**config.mk**
```make
export PLATFORM = sky130hd
export DESIGN_NAME = commit_trace_fifo_flat
export DESIGN_NICKNAME = d
export VERILOG_FILES = /design/src/rtl/commit_trace_fifo_if.sv /design/src/rtl/commit_trace_fifo.sv /design/src/flat_wrapper.sv
export SDC_FILE = /design/constraint.sdc
export NUM_CORES = 1
export LEC_CHECK = 0
export BUFFER_PORTS_ARGS = -buffer_cell sky130_fd_sc_hd__buf_2
export CORE_MARGIN = 5
export CORE_UTILIZATION = 50
export DETAILED_ROUTE_END_ITERATION = 6
export GPL_TIMING_DRIVEN = 0
export PLACE_DENSITY = 0.73
export SYNTH_ARGS = -nofsm -noshare
export SYNTH_HDL_FRONTEND = slang
export SYNTH_SLANG_ARGS = --single-unit
```
**constraint.sdc**
```tcl
create_clock -name clk -period 8.9 [get_ports clk]
set_input_delay 1.78 -clock clk [delete_from_list [all_inputs] [get_ports clk]]
set_output_delay 1.78 -clock clk [all_outputs]
set_load 0.02 [all_outputs]
```
**src/rtl/commit_trace_fifo_if.sv**
```systemverilog
// Commit-side inputs and trace-record outputs of the commit trace FIFO.
// master drives commits and consumes records; slave is the FIFO itself.
interface commit_trace_fifo_if;
  logic [15:0] pc;
  logic        reg_write;
  logic [3:0]  write_reg;
  logic [15:0] write_data;
  logic        mem_read;
  logic        mem_write;
  logic [15:0] mem_addr;
  logic [15:0] mem_data;
  logic        halt;
  logic        rec_ready;
  logic        rec_valid;
  logic [2:0]  rec_kind;
  logic [15:0] rec_inum;
  logic [15:0] rec_pc;
  logic [15:0] rec_value;
  logic [15:0] rec_addr;
  logic [3:0]  rec_reg;
  logic [15:0] inst_count;
  logic [31:0] cycle_count;
  logic        overflow;
  logic        done;

  modport master (
    output pc, reg_write, write_reg, write_data,
    output mem_read, mem_write, mem_addr, mem_data,
    output halt, rec_ready,
    input  rec_valid, rec_kind, rec_inum, rec_pc,
    input  rec_value, rec_addr, rec_reg,
    input  inst_count, cycle_count, overflow, done
  );

  modport slave (
    input  pc, reg_write, write_reg, write_data,
    input  mem_read, mem_write, mem_addr, mem_data,
    input  halt, rec_ready,
    output rec_valid, rec_kind, rec_inum, rec_pc,
    output rec_value, rec_addr, rec_reg,
    output inst_count, cycle_count, overflow, done
  );
endinterface

```
**src/rtl/commit_trace_fifo.sv**
```systemverilog
// Commit trace recorder: one record per RUN cycle into a DEPTH-entry FIFO,
// then drains after HALT is captured and parks in DONE until reset.
module commit_trace_fifo #(
  parameter int DEPTH = 8
) (
  input logic           clk,
  input logic           rst_n,
  commit_trace_fifo_if.slave bus
);

  localparam int AW = $clog2(DEPTH);

  localparam logic [2:0] K_NOP   = 3'd0;
  localparam logic [2:0] K_REG   = 3'd1;
  localparam logic [2:0] K_LOAD  = 3'd2;
  localparam logic [2:0] K_STORE = 3'd3;
  localparam logic [2:0] K_HALT  = 3'd4;

  typedef struct packed {
    logic [2:0]  kind;
    logic [15:0] inum;
    logic [15:0] pc;
    logic [15:0] value;
    logic [15:0] addr;
    logic [3:0]  rd;
  } rec_t;

  typedef enum logic [1:0] {
    RUN   = 2'd0,
    DRAIN = 2'd1,
    DONE  = 2'd2
  } state_t;

  state_t      state_q;
  state_t      state_d;
  rec_t        mem [DEPTH];
  rec_t        new_rec;
  rec_t        head;
  logic [AW:0] wr_q;
  logic [AW:0] rd_q;
  logic [15:0] inst_q;
  logic [31:0] cyc_q;
  logic        ovf_q;

  logic empty;
  logic full;
  logic pop;
  logic run;
  logic can_push;
  logic push;
  logic drop;
  logic is_halt;
  logic is_load;
  logic is_reg;
  logic is_hlt_in;
  logic is_store;

  assign empty = (wr_q == rd_q);
  assign full  = (wr_q[AW] != rd_q[AW]) &&
                 (wr_q[AW-1:0] == rd_q[AW-1:0]);
  assign pop   = ~empty & bus.rec_ready;
  assign run   = (state_q == RUN);

  // Kind terms made mutually exclusive so the decoder is a true one-hot.
  assign is_load   = bus.reg_write & bus.mem_read;
  assign is_reg    = bus.reg_write & ~bus.mem_read;
  assign is_hlt_in = ~bus.reg_write & bus.halt;
  assign is_store  = ~bus.reg_write & ~bus.halt & bus.mem_write;

  always_comb begin
    new_rec      = '0;
    new_rec.pc   = bus.pc;
    new_rec.inum = inst_q;
    new_rec.kind = K_NOP;
    unique case (1'b1)
      is_load: begin
        new_rec.kind  = K_LOAD;
        new_rec.rd    = bus.write_reg;
        new_rec.value = bus.write_data;
        new_rec.addr  = bus.mem_addr;
      end
      is_reg: begin
        new_rec.kind  = K_REG;
        new_rec.rd    = bus.write_reg;
        new_rec.value = bus.write_data;
      end
      is_hlt_in: new_rec.kind = K_HALT;
      is_store: begin
        new_rec.kind  = K_STORE;
        new_rec.value = bus.mem_data;
        new_rec.addr  = bus.mem_addr;
      end
      default: new_rec.kind = K_NOP;
    endcase
  end

  // A full FIFO still accepts when the head leaves the same edge.
  assign is_halt  = (new_rec.kind == K_HALT);
  assign can_push = ~full | pop;
  assign push     = run & can_push;
  assign drop     = run & ~can_push & ~is_halt;

  always_ff @(posedge clk) begin
    if (!rst_n) state_q <= RUN;
    else        state_q <= state_d;
  end

  always_comb begin
    state_d = state_q;
    unique case (state_q)
      RUN:     if (push && is_halt) state_d = DRAIN;
      DRAIN:   if (empty) state_d = DONE;
      DONE:    state_d = DONE;
      default: state_d = RUN;
    endcase
  end

  always_comb begin
    head            = empty ? '0 : mem[rd_q[AW-1:0]];
    bus.rec_valid   = ~empty;
    bus.rec_kind    = head.kind;
    bus.rec_inum    = head.inum;
    bus.rec_pc      = head.pc;
    bus.rec_value   = head.value;
    bus.rec_addr    = head.addr;
    bus.rec_reg     = head.rd;
    bus.done        = (state_q == DONE);
    bus.inst_count  = inst_q;
    bus.cycle_count = cyc_q;
    bus.overflow    = ovf_q;
  end

  always_ff @(posedge clk) begin
    if (!rst_n) begin
      wr_q   <= '0;
      rd_q   <= '0;
      inst_q <= '0;
      cyc_q  <= '0;
      ovf_q  <= 1'b0;
    end else begin
      if (push)         wr_q   <= wr_q + (AW+1)'(1);
      if (pop)          rd_q   <= rd_q + (AW+1)'(1);
      if (push || drop) inst_q <= inst_q + 16'd1;
      if (run && (cyc_q != '1))
        cyc_q <= cyc_q + 32'd1;
      if (drop)         ovf_q  <= 1'b1;
    end
  end

  always_ff @(posedge clk) begin
    if (rst_n && push) mem[wr_q[AW-1:0]] <= new_rec;
  end

endmodule
```
**src/flat_wrapper.sv**
```systemverilog
// flat-port wrapper written by rule: the top's interface ports become plain ports
module commit_trace_fifo_flat 
#(
  parameter int DEPTH = 8
)
  (clk, rst_n, bus_pc, bus_reg_write, bus_write_reg, bus_write_data, bus_mem_read, bus_mem_write, bus_mem_addr, bus_mem_data, bus_halt, bus_rec_ready, bus_rec_valid, bus_rec_kind, bus_rec_inum, bus_rec_pc, bus_rec_value, bus_rec_addr, bus_rec_reg, bus_inst_count, bus_cycle_count, bus_overflow, bus_done);
  commit_trace_fifo_if bus_i ();
  input logic clk;
  input logic rst_n;
  input wire logic [$bits(bus_i.pc)-1:0] bus_pc;
  input wire logic [$bits(bus_i.reg_write)-1:0] bus_reg_write;
  input wire logic [$bits(bus_i.write_reg)-1:0] bus_write_reg;
  input wire logic [$bits(bus_i.write_data)-1:0] bus_write_data;
  input wire logic [$bits(bus_i.mem_read)-1:0] bus_mem_read;
  input wire logic [$bits(bus_i.mem_write)-1:0] bus_mem_write;
  input wire logic [$bits(bus_i.mem_addr)-1:0] bus_mem_addr;
  input wire logic [$bits(bus_i.mem_data)-1:0] bus_mem_data;
  input wire logic [$bits(bus_i.halt)-1:0] bus_halt;
  input wire logic [$bits(bus_i.rec_ready)-1:0] bus_rec_ready;
  output wire logic [$bits(bus_i.rec_valid)-1:0] bus_rec_valid;
  output wire logic [$bits(bus_i.rec_kind)-1:0] bus_rec_kind;
  output wire logic [$bits(bus_i.rec_inum)-1:0] bus_rec_inum;
  output wire logic [$bits(bus_i.rec_pc)-1:0] bus_rec_pc;
  output wire logic [$bits(bus_i.rec_value)-1:0] bus_rec_value;
  output wire logic [$bits(bus_i.rec_addr)-1:0] bus_rec_addr;
  output wire logic [$bits(bus_i.rec_reg)-1:0] bus_rec_reg;
  output wire logic [$bits(bus_i.inst_count)-1:0] bus_inst_count;
  output wire logic [$bits(bus_i.cycle_count)-1:0] bus_cycle_count;
  output wire logic [$bits(bus_i.overflow)-1:0] bus_overflow;
  output wire logic [$bits(bus_i.done)-1:0] bus_done;
  assign bus_i.pc = bus_pc;
  assign bus_i.reg_write = bus_reg_write;
  assign bus_i.write_reg = bus_write_reg;
  assign bus_i.write_data = bus_write_data;
  assign bus_i.mem_read = bus_mem_read;
  assign bus_i.mem_write = bus_mem_write;
  assign bus_i.mem_addr = bus_mem_addr;
  assign bus_i.mem_data = bus_mem_data;
  assign bus_i.halt = bus_halt;
  assign bus_i.rec_ready = bus_rec_ready;
  assign bus_rec_valid = bus_i.rec_valid;
  assign bus_rec_kind = bus_i.rec_kind;
  assign bus_rec_inum = bus_i.rec_inum;
  assign bus_rec_pc = bus_i.rec_pc;
  assign bus_rec_value = bus_i.rec_value;
  assign bus_rec_addr = bus_i.rec_addr;
  assign bus_rec_reg = bus_i.rec_reg;
  assign bus_inst_count = bus_i.inst_count;
  assign bus_cycle_count = bus_i.cycle_count;
  assign bus_overflow = bus_i.overflow;
  assign bus_done = bus_i.done;
  commit_trace_fifo #(.DEPTH(DEPTH)) u_core (.clk(clk), .rst_n(rst_n), .bus(bus_i));
endmodule
```
==> impl_metrics.prom <==
# TYPE chip_impl_metric gauge
chip_impl_metric{name="hold_viol_final",unit=""} 0
chip_impl_metric{name="synth.ff_latch_count",unit=""} 630
chip_impl_info{name="setup_repair_after_global_routing_missed_its_margin",value="no"} 1
chip_impl_info{name="cts_root_buffer",value="sky130_fd_sc_hd__clkbuf_16"} 1
chip_impl_metric{name="maxClockFrequency",unit="MHz"} 180.8
chip_impl_info{name="run_status",value="finished, final reports clean"} 1
chip_impl_metric{name="mapped_cell_area",unit="µm²"} 25070
chip_impl_info{name="min_to",value="u_core.state_q[0]$_SDFFE_PN0P_"} 1
chip_impl_metric{name="initialDrtViolationCount",unit=""} 972
chip_impl_metric{name="min_delay_path_depth",unit=""} 2
chip_impl_metric{name="period_minus_slack",unit="ps"} 5531
chip_impl_metric{name="core_area",unit="µm²"} 49860
chip_impl_metric{name="ir_worst_vdd",unit="V"} 0.0001831
chip_impl_metric{name="initial_utilization",unit="%"} 50.29
chip_impl_metric{name="arrival",unit="ps"} 3750
chip_impl_metric{name="routed-via-count",unit=""} 13570
chip_impl_metric{name="worst-r2r-setup-slack",unit="ps"} 5110
chip_impl_metric{name="postRouteWirelength",unit="µm"} 56670
chip_impl_metric{name="die_width",unit="µm"} 233.9
chip_impl_metric{name="cts.path.max_buffers",unit=""} 3
chip_impl_metric{name="cts_buffers",unit=""} 61
chip_impl_metric{name="route.detailed.wl_per_inst",unit="µm"} 23.97
chip_impl_metric{name="ys.warnings.count",unit=""} 0
chip_impl_metric{name="max_slew_margin",unit="%"} 12.91
chip_impl_metric{name="instances_no_fill",unit=""} 2364
chip_impl_info{name="critical_path.endpoint_type",value="output port"} 1
chip_impl_info{name="crit_slowest_cell",value="sky130_fd_sc_hd__clkbuf_1"} 1
chip_impl_info{name="worst_path_dominant_cell_family",value="buffers and inverters"} 1
chip_impl_metric{name="worst-path-max-fanout",unit=""} 10
chip_impl_metric{name="first_global_vias",unit=""} 13760
chip_impl_metric{name="gpl.final_weighted_congestion",unit=""} 0.8126
chip_impl_metric{name="grt_first_pass_wirelength",unit="µm"} 84050
chip_impl_metric{name="boundaryPins",unit=""} 197
chip_impl_metric{name="antenna_found_initial",unit=""} 2
chip_impl_metric{name="remaining_drc_errors",unit=""} 0
chip_impl_metric{name="maximum_number_of_pins_on_one_net_before_global_route_repair",unit=""} 26
chip_impl_metric{name="timing.clock.skew",unit="ps"} 19.88
chip_impl_info{name="critical_path_cell_by_cell",value="clkbuf_1 -> clkbuf_1 -> buf_2 -> mux4_2 -> mux2i_1 -> nor2_1 -> buf_2"} 1
chip_impl_info{name="path_class",value="flip-flop to output port"} 1
chip_impl_info{name="min-delay-start",value="u_core.state_q[0]$_SDFFE_PN0P_"} 1
chip_impl_metric{name="average_size_of_a_mapped_cell",unit="µm²"} 18.59
chip_impl_info{name="hp-class",value="flip-flop to flip-flop"} 1
chip_impl_metric{name="synth_enable_flop_cells",unit=""} 568
chip_impl_metric{name="p_per_area",unit="nW/µm²"} 286.6
chip_impl_metric{name="slowest_delay",unit="ps"} 660
chip_impl_metric{name="final_area",unit="µm²"} 29610
chip_impl_metric{name="cp_num_buf_inv",unit=""} 4
chip_impl_metric{name="number_of_gates_resized_after_cts",unit=""} 0
chip_impl_info{name="tritoncts",value="yes"} 1
chip_impl_metric{name="via_per_inst",unit=""} 5.739
chip_impl_metric{name="worst_r2r_path_depth",unit=""} 11
chip_impl_metric{name="clkLatencyLatePin",unit="ps"} 620
chip_impl_metric{name="cp.required",unit="ps"} 7120
chip_impl_metric{name="postSynth.asyncResetShare",unit="%"} 0
chip_impl_info{name="synth-main-ff-cell",value="sky130_fd_sc_hd__edfxtp_1"} 1
chip_impl_metric{name="cell_total_after_placement",unit=""} 2252
chip_impl_metric{name="power.leakage",unit="nW"} 9.846
chip_impl_metric{name="die_area",unit="µm²"} 54730
chip_impl_metric{name="post_synth_inst_count",unit=""} 1349
chip_impl_metric{name="report.final.setup_viol",unit=""} 0
chip_impl_metric{name="postCtsHoldBufs",unit=""} 0
chip_impl_metric{name="final_nets",unit=""} 1726
chip_impl_metric{name="cts.sink_count",unit=""} 630
chip_impl_metric{name="drt_pre_antenna_iters",unit=""} 5
chip_impl_metric{name="grt_util_all_layers",unit="%"} 20.48
chip_impl_metric{name="synth_seq_area_share",unit="%"} 72.97
chip_impl_metric{name="power",unit="mW"} 8.484
chip_impl_metric{name="worst-slew-pin-transition",unit="ps"} 1304
chip_impl_info{name="worstReg2RegEnd",value="u_core.mem[0][27]$_DFFE_PP_"} 1
chip_impl_metric{name="cts_htree_levels",unit=""} 2
chip_impl_metric{name="detailed_place_hpwl",unit="µm"} 35930
chip_impl_metric{name="post_route_cells_drive_above_1_share",unit="%"} 30.40
chip_impl_info{name="worst_r2r_startpoint",value="u_core.state_q[0]$_SDFFE_PN0P_"} 1
chip_impl_metric{name="placed_area",unit="µm²"} 27560
chip_impl_metric{name="netlist-cell-type-count",unit=""} 49
chip_impl_metric{name="holdWs",unit="ps"} 490.0
chip_impl_metric{name="port_buffers",unit=""} 195
chip_impl_metric{name="grt_remaining_overflow",unit=""} 0
chip_impl_metric{name="area_delta_synth_final",unit="%"} 18.08
chip_impl_metric{name="fillerInstances",unit=""} 3669
chip_impl_metric{name="layout_worst_path_cycle_share",unit="%"} 62.14
chip_impl_metric{name="cts_setup_buffers",unit=""} 0
chip_impl_metric{name="floorplan.rows",unit=""} 82
chip_impl_info{name="startpoint_type",value="flip-flop"} 1
chip_impl_metric{name="die_height",unit="µm"} 233.9
chip_impl_metric{name="drv_cap",unit=""} 0
chip_impl_metric{name="clkSlewWorstSetupHoldPaths",unit="ps"} 60
chip_impl_metric{name="final.setup.tns",unit="ps"} 0
chip_impl_metric{name="post_synthesis_net_count",unit=""} 1432
chip_impl_metric{name="drt.antenna.violating_nets",unit=""} 0
chip_impl_metric{name="maxSlewViolCount",unit=""} 0
[cells in the mapped netlist, types with 4 or more instances]
cell type	number	area share, %
sky130_fd_sc_hd__edfxtp_1	568	68
sky130_fd_sc_hd__mux4_2	142	13
sky130_fd_sc_hd__nor2_1	104	1.6
sky130_fd_sc_hd__mux2i_1	90	3.6
sky130_fd_sc_hd__dfxtp_1	62	5.0
sky130_fd_sc_hd__nand2_1	49	0.73
sky130_fd_sc_hd__clkbuf_1	44	0.66
sky130_fd_sc_hd__a21oi_1	25	0.50
sky130_fd_sc_hd__and2_1	22	0.55
sky130_fd_sc_hd__nand3_1	18	0.36
sky130_fd_sc_hd__buf_1	17	0.25
sky130_fd_sc_hd__a22o_1	16	0.56
sky130_fd_sc_hd__buf_4	16	0.48
sky130_fd_sc_hd__nand2b_1	16	0.40
sky130_fd_sc_hd__nand4_1	15	0.37
sky130_fd_sc_hd__or4_1	14	0.42
sky130_fd_sc_hd__xnor2_1	14	0.49
sky130_fd_sc_hd__buf_2	13	0.26
sky130_fd_sc_hd__o31ai_1	13	0.39
sky130_fd_sc_hd__and3_1	9	0.22
sky130_fd_sc_hd__inv_1	9	0.13
sky130_fd_sc_hd__ha_1	8	0.40
sky130_fd_sc_hd__o21ai_0	8	0.16
sky130_fd_sc_hd__nor4_1	6	0.15
sky130_fd_sc_hd__or3_1	6	0.15
sky130_fd_sc_hd__and4_1	5	0.17
sky130_fd_sc_hd__nor3_1	5	0.10
sky130_fd_sc_hd__nor3b_1	4	0.12
[worst max path at each step]
stage	slack, ps	cells after the start	endpoint
3_5_place_dp	3900	7	bus_rec_pc[14]
3_3_place_gp	-4880	4	u_core.mem[4][24]$_DFFE_PP_
6_report	3370	7	bus_rec_pc[14]
2_1_floorplan	990	4	u_core.mem[4][0]$_DFFE_PP_
5_1_grt	3110	7	bus_rec_kind[1]
4_1_cts	3210	7	bus_rec_pc[14]
[per-layer routing]
layer	GRT usage, %	vias up	routed length (µm)
met3	3.378	77	3575
met2	34.33	462	28510
met5	0	-	13
met4	4.973	2	1002
met1	28.63	7045	23560
li1	-	5982	-
[worst register-to-register path: cells and delay by family, from the launching register on]
| family | cells | cell delay [ps] |
|---|---|---|
| buffers and inverters | 7 | 1300 |
| AND/OR/NAND/NOR | 2 | 1160 |
| AO/OA/AOI/OAI | 1 | 550 |
| adder cells (fa/ha/maj) | 1 | 160 |
| flip-flops | 1 | 330 |
[stage by stage]
step | worst slack (ps) | utilization (%)
detailed placement | 3904 | 55.27
global route | 3115 | 59.37
finish | 3369 | 59.38
global placement | -4876 | 53.93
floorplan | 992.0 | -
CTS | 3213 | 59.37
[layout make-up]
class / count / area [µm²] / share of cell area, %
Antenna cell: 1 / 2.502 / 0.008452
Buffer: 92 / 436.7 / 1.475
Clock buffer: 71 / 1584 / 5.350
Clock inverter: 40 / 462.9 / 1.564
Inverter: 9 / 33.78 / 0.1141
Multi-Input combinational cell: 618 / 6366 / 21.50
Sequential cell: 630 / 18300 / 61.80
Tap cell: 672 / 840.8 / 2.840
Timing Repair Buffer: 231 / 1584 / 5.350
[report_power, final]
group          leakage (nW)  switching (mW)  internal, mW
sequential             5.73          0.0835          3.53
combinational          3.13            1.39         0.852
clock                 0.986            1.09          1.54
total                  9.85            2.57          5.92
[state kept, by name (all words and copies together), names as in the netlist, named ones only]
signal                  cells
u_core.bus.cycle_count     32
u_core.bus.inst_count      16
u_core.bus.overflow         1
u_core.mem                568
u_core.rd_q                 4
u_core.state_q              2
u_core.wr_q                 4
[cells by family after synthesis]
logic type | count (synthesis) | synth area share, %
multiplexers | 232 | 16.35
buffers and inverters | 101 | 1.876
flip-flops | 630 | 72.97
XOR/XNOR | 16 | 0.5589
AND/OR/NAND/NOR | 287 | 5.848
AO/OA/AOI/OAI | 75 | 1.996
adder cells (fa/ha/maj) | 8 | 0.3992
[cells in the final DEF, fill, tap and decap left out, types with 25 or more instances in the layout]
| cell | synthesis | routed |
|---|---|---|
| sky130_fd_sc_hd__nand2_1 | 49 | 49 |
| sky130_fd_sc_hd__clkbuf_16 | 0 | 61 |
| sky130_fd_sc_hd__mux4_2 | 142 | 142 |
| sky130_fd_sc_hd__dfxtp_1 | 62 | 62 |
| sky130_fd_sc_hd__buf_2 | 13 | 208 |
| sky130_fd_sc_hd__nor2_1 | 104 | 98 |
| sky130_fd_sc_hd__mux2i_1 | 90 | 90 |
| sky130_fd_sc_hd__a21oi_1 | 25 | 25 |
| sky130_fd_sc_hd__clkbuf_1 | 44 | 52 |
| sky130_fd_sc_hd__edfxtp_1 | 568 | 568 |
(Power assumes the default switching activity.)
